$ cat src/rtl/fuzz_vector_player.sv
// fuzz_vector_player: replays a loaded vector table into a fuzzed DUT,
// streams each capture out and folds it into a MISR signature.
module fuzz_vector_player #(
  parameter int IN_W  = 64,
  parameter int OUT_W = 166,
  parameter int DEPTH = 32,
  parameter int HOLD  = 2,
  parameter int SIG_W = 32,
  parameter logic [SIG_W-1:0] POLY = 32'h04C11DB7
) (
  input  logic                       clk,
  input  logic                       rst,
  input  logic                       cfg_we,
  input  logic [$clog2(DEPTH)-1:0]   cfg_addr,
  input  logic [IN_W-1:0]            cfg_wdata,
  input  logic [$clog2(DEPTH):0]     num_vec,
  input  logic                       start,
  output logic                       busy,
  output logic                       done,
  output logic [IN_W-1:0]            dut_in,
  input  logic [OUT_W-1:0]           dut_out,
  output logic                       cap_valid,
  input  logic                       cap_ready,
  output logic [$clog2(DEPTH)-1:0]   cap_index,
  output logic [OUT_W-1:0]           cap_data,
  input  logic [SIG_W-1:0]           expected_sig,
  output logic [SIG_W-1:0]           signature,
  output logic                       match
);

  localparam int AW = $clog2(DEPTH);
  localparam int NW = AW + 1;
  localparam int HW = (HOLD > 1) ? $clog2(HOLD) : 1;
  localparam int NS = (OUT_W + SIG_W - 1) / SIG_W;

  typedef enum logic [2:0] {
    S_IDLE,
    S_PRIME,
    S_APPLY,
    S_CAPTURE,
    S_DONE
  } state_t;

  state_t state, state_nx;

  logic [IN_W-1:0] mem [DEPTH];
  logic [AW-1:0]   v;
  logic [NW-1:0]   n_lat;
  logic [NW-1:0]   n_sat;
  logic [HW-1:0]   hcnt;
  logic            go;
  logic            last_hold;
  logic            last_vec;
  logic [SIG_W-1:0] sig_nx;

  function automatic logic [SIG_W-1:0] fold(input logic [OUT_W-1:0] d);
    logic [NS*SIG_W-1:0] p;
    logic [SIG_W-1:0]    r;
    p = (NS*SIG_W)'(d);
    r = '0;
    for (int i = 0; i < NS; i++) begin
      r = r ^ p[i*SIG_W +: SIG_W];
    end
    return r;
  endfunction

  assign go = start && (state == S_IDLE || state == S_DONE);
  assign last_hold = (hcnt == HW'(HOLD - 1));
  assign last_vec = ({1'b0, v} == n_lat - NW'(1));
  assign n_sat = (num_vec == '0 || num_vec > NW'(DEPTH))
               ? NW'(DEPTH) : num_vec;

  assign sig_nx = {signature[SIG_W-2:0], 1'b0}
                ^ (signature[SIG_W-1] ? POLY : '0)
                ^ fold(cap_data);

  assign busy = (state == S_PRIME) || (state == S_APPLY)
             || (state == S_CAPTURE);
  assign done = (state == S_DONE);

  // Table is loadable only while idle; contents survive reset.
  always_ff @(posedge clk) begin
    if (cfg_we && state == S_IDLE) begin
      mem[cfg_addr] <= cfg_wdata;
    end
  end

  always_ff @(posedge clk) begin
    if (rst) begin
      state <= S_IDLE;
    end else begin
      state <= state_nx;
    end
  end

  always_comb begin
    state_nx = state;
    unique case (state)
      S_IDLE:    if (go) state_nx = S_PRIME;
      S_PRIME:   state_nx = S_APPLY;
      S_APPLY:   if (last_hold) state_nx = S_CAPTURE;
      S_CAPTURE: begin
        if (cap_ready) begin
          state_nx = last_vec ? S_DONE : S_APPLY;
        end
      end
      S_DONE:    if (go) state_nx = S_PRIME;
      default:   state_nx = S_IDLE;
    endcase
  end

  always_ff @(posedge clk) begin
    if (rst) begin
      dut_in    <= '0;
      cap_data  <= '0;
      cap_index <= '0;
      cap_valid <= 1'b0;
      signature <= '0;
      match     <= 1'b0;
      v         <= '0;
      n_lat     <= '0;
      hcnt      <= '0;
    end else if (go) begin
      n_lat     <= n_sat;
      signature <= '0;
      v         <= '0;
      match     <= 1'b0;
      dut_in    <= '0;
      hcnt      <= '0;
    end else begin
      unique case (state)
        S_PRIME: begin
          dut_in <= mem[v];
          hcnt   <= '0;
        end
        S_APPLY: begin
          if (last_hold) begin
            cap_valid <= 1'b1;
            cap_data  <= dut_out;
            cap_index <= v;
          end else begin
            hcnt <= hcnt + HW'(1);
          end
        end
        S_CAPTURE: begin
          if (cap_ready) begin
            cap_valid <= 1'b0;
            signature <= sig_nx;
            hcnt      <= '0;
            // match is only meaningful once the final fold lands
            if (last_vec) begin
              match <= (sig_nx == expected_sig);
            end else begin
              v      <= v + AW'(1);
              dut_in <= mem[v + AW'(1)];
            end
          end
        end
        default: ;
      endcase
    end
  end

endmodule

$ cat config.mk
export PLATFORM = sky130hd
export DESIGN_NAME = fuzz_vector_player
export DESIGN_NICKNAME = d
export VERILOG_FILES = /design/src/rtl/fuzz_vector_player.sv
export SDC_FILE = /design/constraint.sdc
export NUM_CORES = 2
export LEC_CHECK = 0
export CAP_MARGIN = 0
export CORE_MARGIN = 2
export CORE_UTILIZATION = 25
export CTS_CLUSTER_DIAMETER = 120
export DETAILED_ROUTE_END_ITERATION = 8
export SLEW_MARGIN = 20
export SYNTH_ARGS = -nofsm -noshare
export SYNTH_HDL_FRONTEND = slang
export SYNTH_SLANG_ARGS = --single-unit
$ cat constraint.sdc
create_clock -name clk -period 4.9 [get_ports clk]
set_clock_uncertainty 0.05 [all_clocks]
set_input_delay 0.735 -clock clk [delete_from_list [all_inputs] [get_ports clk]]
set_output_delay 0.735 -clock clk [all_outputs]
set_load 0.01 [all_outputs]
==> results.py <==
metrics = {
    "detailed_routing": {
        "wl_met2_um": 199700,
        "highest_layer": "met5",
        "wl_met1_um": 142300,
        "drt_wl_total_um": 399000,
        "vias_per_cell": 5.195,
        "dr_wl_met3_um": 36380,
        "vias": 64170,
        "wl_per_cell_um": 32.30,
        "antenna_left": 0,
        "drt_iter0_drc": 7535,
        "drc_errors": 0,
        "dr.pass1.iters": 6,
    },
    "global_route": {
        "grt-ovfl-total": 0,
        "grt_pass1_wl_um": 545200,
        "antenna_found_initial": 85,
        "grt_start_max_net_pins": 113,
        "grt_util_all_layers_pct": 18.06,
        "grt_pass1_vias": 65220,
    },
    "synthesis": {
        "syn_area_mm2": 0.1059,
        "yosys.area.top_type": "edfxtp_1",
        "synth.distinct_cells": 56,
        "synthTopCellsByArea": "edfxtp_1, mux4_2, dfxtp_1, nand2_1, a22oi_1",
        "syn_inst": 5890,
        "syn_nets": 6170,
        "synth_seq_area_share_pct": 63.57,
        "synth_seq_cells": 2337,
        "avgSynthCellArea_um2": 17.97,
        "ys.flop_type": "edfxtp_1",
        "synth-edff-count": 2048,
        "yosysWarnings": 0,
        "synth.top_cell.area_share_pct": 58.10,
        "postSynth.asyncResetShare_pct": 0,
    },
    "worst_setup_path": {
        "cp-start-kind": "flip-flop",
        "worstPathMaxFanout": 34,
        "crit_buf_inv": 3,
        "end_kind": "flip-flop",
        "critPathMostFrequentCell": "buf_4",
        "reg2regPathDepth": 8,
        "reg2reg_from": "v[0]",
        "critPathSlowestCell": "buf_4",
        "cp_num_cells": 8,
        "critical_path.max_stage_delay_ns": 0.69,
        "reg2reg_slack_ns": 1.08,
        "crit_path_cell_trace": "buf_4 -> buf_4 -> buf_4 -> mux4_2 -> mux2i_1 -> a32oi_1 -> a31oi_1 -> o2bb2ai_2",
        "crit_type": "flip-flop to flip-flop",
        "worstPathArrival_ns": 4.53,
        "critPathRequiredTime_ns": 5.61,
        "cpLargestDelayFamily": "buffers and inverters",
        "r2r_end": "dut_in[14]",
    },
    "timing": {
        "finalSetupTns_ns": 0,
        "worst_slack_ns": 1.079,
        "grt_setup_unrepaired": "no",
        "timing.slew.headroom_pct": 20.65,
        "worst_hold_slack_ns": 0.3161,
        "fmax_mhz": 261.7,
        "slew_violations": 0,
        "fin_crit_sh_pct": 77.98,
        "worst_slew_pin_slew_ns": 1.188,
        "finalSetupViolations": 0,
        "fin_crit_ns": 3.821,
        "finalHoldViolations": 0,
    },
    "floorplanning": {
        "dieArea_mm2": 0.4286,
        "num_rows": 238,
        "initial_core_util_pct": 25.16,
        "die_w_um": 654.7,
        "io_pins": 549,
        "die_y_um": 654.7,
        "core_area_mm2": 0.4208,
    },
    "clock_tree": {
        "post_cts_resized": 0,
        "htreeDepth": 5,
        "cts_hold_buf": 0,
        "cts_made_buffers": 269,
        "clock-sinks": 2337,
        "clk_pin_slew_worst_paths_ns": 0.06,
        "root_buffer": "clkbuf_16",
        "postCtsSetupBuffers": 0,
        "cts_buffer_depth": 4,
        "clock_latency_ns": 0.89,
        "cts_tree": "done",
    },
    "final_layout": {
        "layout_commonest_cell": "edfxtp_1",
        "multi_input_area_mm2": 0.03685,
        "drive_gt1_share_pct": 27.66,
        "final_area_mm2": 0.1283,
        "fillerInstances": 40750,
        "areaGrowthSynthToFinish_pct": 21.21,
        "final_cell_mix": "edfxtp_1, mux4_2, nand2_1, clkdlybuf4s50_1, a21oi_1",
        "layoutNonFillerInstCount": 12350,
        "seq_area_mm2": 0.06730,
        "nets": 6752,
    },
    "status": {
        "status": "finished, final reports clean",
    },
    "power_and_ir_drop": {
        "vdd_drop_max_uv": 245.5,
        "powerDensity_mw_per_mm2": 343.2,
        "leakagePower_nw": 37.79,
    },
    "placement": {
        "post-place-cells": 11840,
        "globalplace.congestion": 0.9107,
        "pre_cts_slack_ns": 0.9372,
        "post_dp_cell_area_mm2": 0.1194,
        "dp_hpwl_um": 249600,
        "io_buffers": 548,
    },
    "hold_path": {
        "hold_depth": 1,
        "whs_endpoint": "mem[13][51]",
        "hold_path.class": "primary input to flip-flop",
        "hp-start": "cfg_wdata[51]",
    },
    "flow_run": {
        "cap_violations": 0,
    },
}
sequential cells by signal, summed over array words and instances (netlist names), named ones only:
name and count:
mem 2048, n_lat 6, hcnt 1, v 5
state 3, dut_in 64, cap_valid 1, cap_data 166
cap_index 5, signature 32, match 1
synth_stat cells, drive strengths merged, types with 3 or more instances:
cell type	number
inv	4
nor2	148
and2	4
o22ai	15
nand3b	6
xnor3	17
dfxtp	289
o2bb2ai	60
a22oi	241
nand4	5
nor3b	6
a221oi	14
a211oi	19
edfxtp	2048
nand2	636
xor2	38
o21ai	3
nand2b	10
mux2	28
xnor2	155
a31oi	46
nor2b	5
or4	3
nor3	7
nor4	3
a21oi	337
buf	191
mux4	1040
clkbuf	268
mux2i	125
a32oi	92
nand3	12
o211ai	3
area by class of cell:
type	count	share of cell area [%]
clock buffers	351	5.733
well taps	5640	5.500
inverters	4	0.01170
multi-input cells	3090	28.72
flip-flops and latches	2337	52.45
clock inverters	136	1.265
diodes	25	0.04876
repair buffers	770	6.266
stage by stage:
| step | utilization, % | total power, mW |
|---|---|---|
| 6_report | 30.49 | 44.03 |
| 5_1_grt | 30.48 | 45.25 |
| 4_1_cts | 30.50 | 44.47 |
| 3_5_place_dp | 28.37 | 23.85 |
| 3_3_place_gp | 28.37 | 23.82 |
| 2_1_floorplan | - | 22.84 |
worst max path at each step:
stage                     slack, ns  startpoint     endpoint
after floorplan                0.16      cfg_we   mem[12][0]
after global placement         0.90      cfg_we  mem[26][42]
after detailed placement       0.94      cfg_we   mem[7][25]
after CTS                      1.01        v[0]   dut_in[14]
after global routing           0.84        v[0]   dut_in[14]
final                          1.08        v[0]   dut_in[14]
power breakdown:
part	internal, mW	switching [mW]	total (mW)
Clock	12.0	8.59	20.6
Sequential	21.8	0.109	21.9
Combinational	0.549	0.950	1.50
cells by family (layout without fill, tap and decap cells):
| family | Yosys count | after routing | share of synthesized area (%) |
|---|---|---|---|
| mux | 1193 | 1193 | 23.61 |
| fa+ha+maj | 2 | 2 | 0.02364 |
| other cells | 0 | 25 | 0 |
| simple gates | 850 | 850 | 3.193 |
| xor+xnor | 210 | 210 | 1.983 |
| flops | 2337 | 2337 | 63.57 |
| compound gates | 835 | 835 | 5.621 |
| buf+inv | 463 | 1261 | 2.006 |
metal layers:
layer  track usage [%]  vias up
met5                 0        -
met3             4.392      768
li1                  -    25670
met4             7.751       60
met1             21.07    34160
met2             31.50     3515
Power figures use the tool's default switching activity.
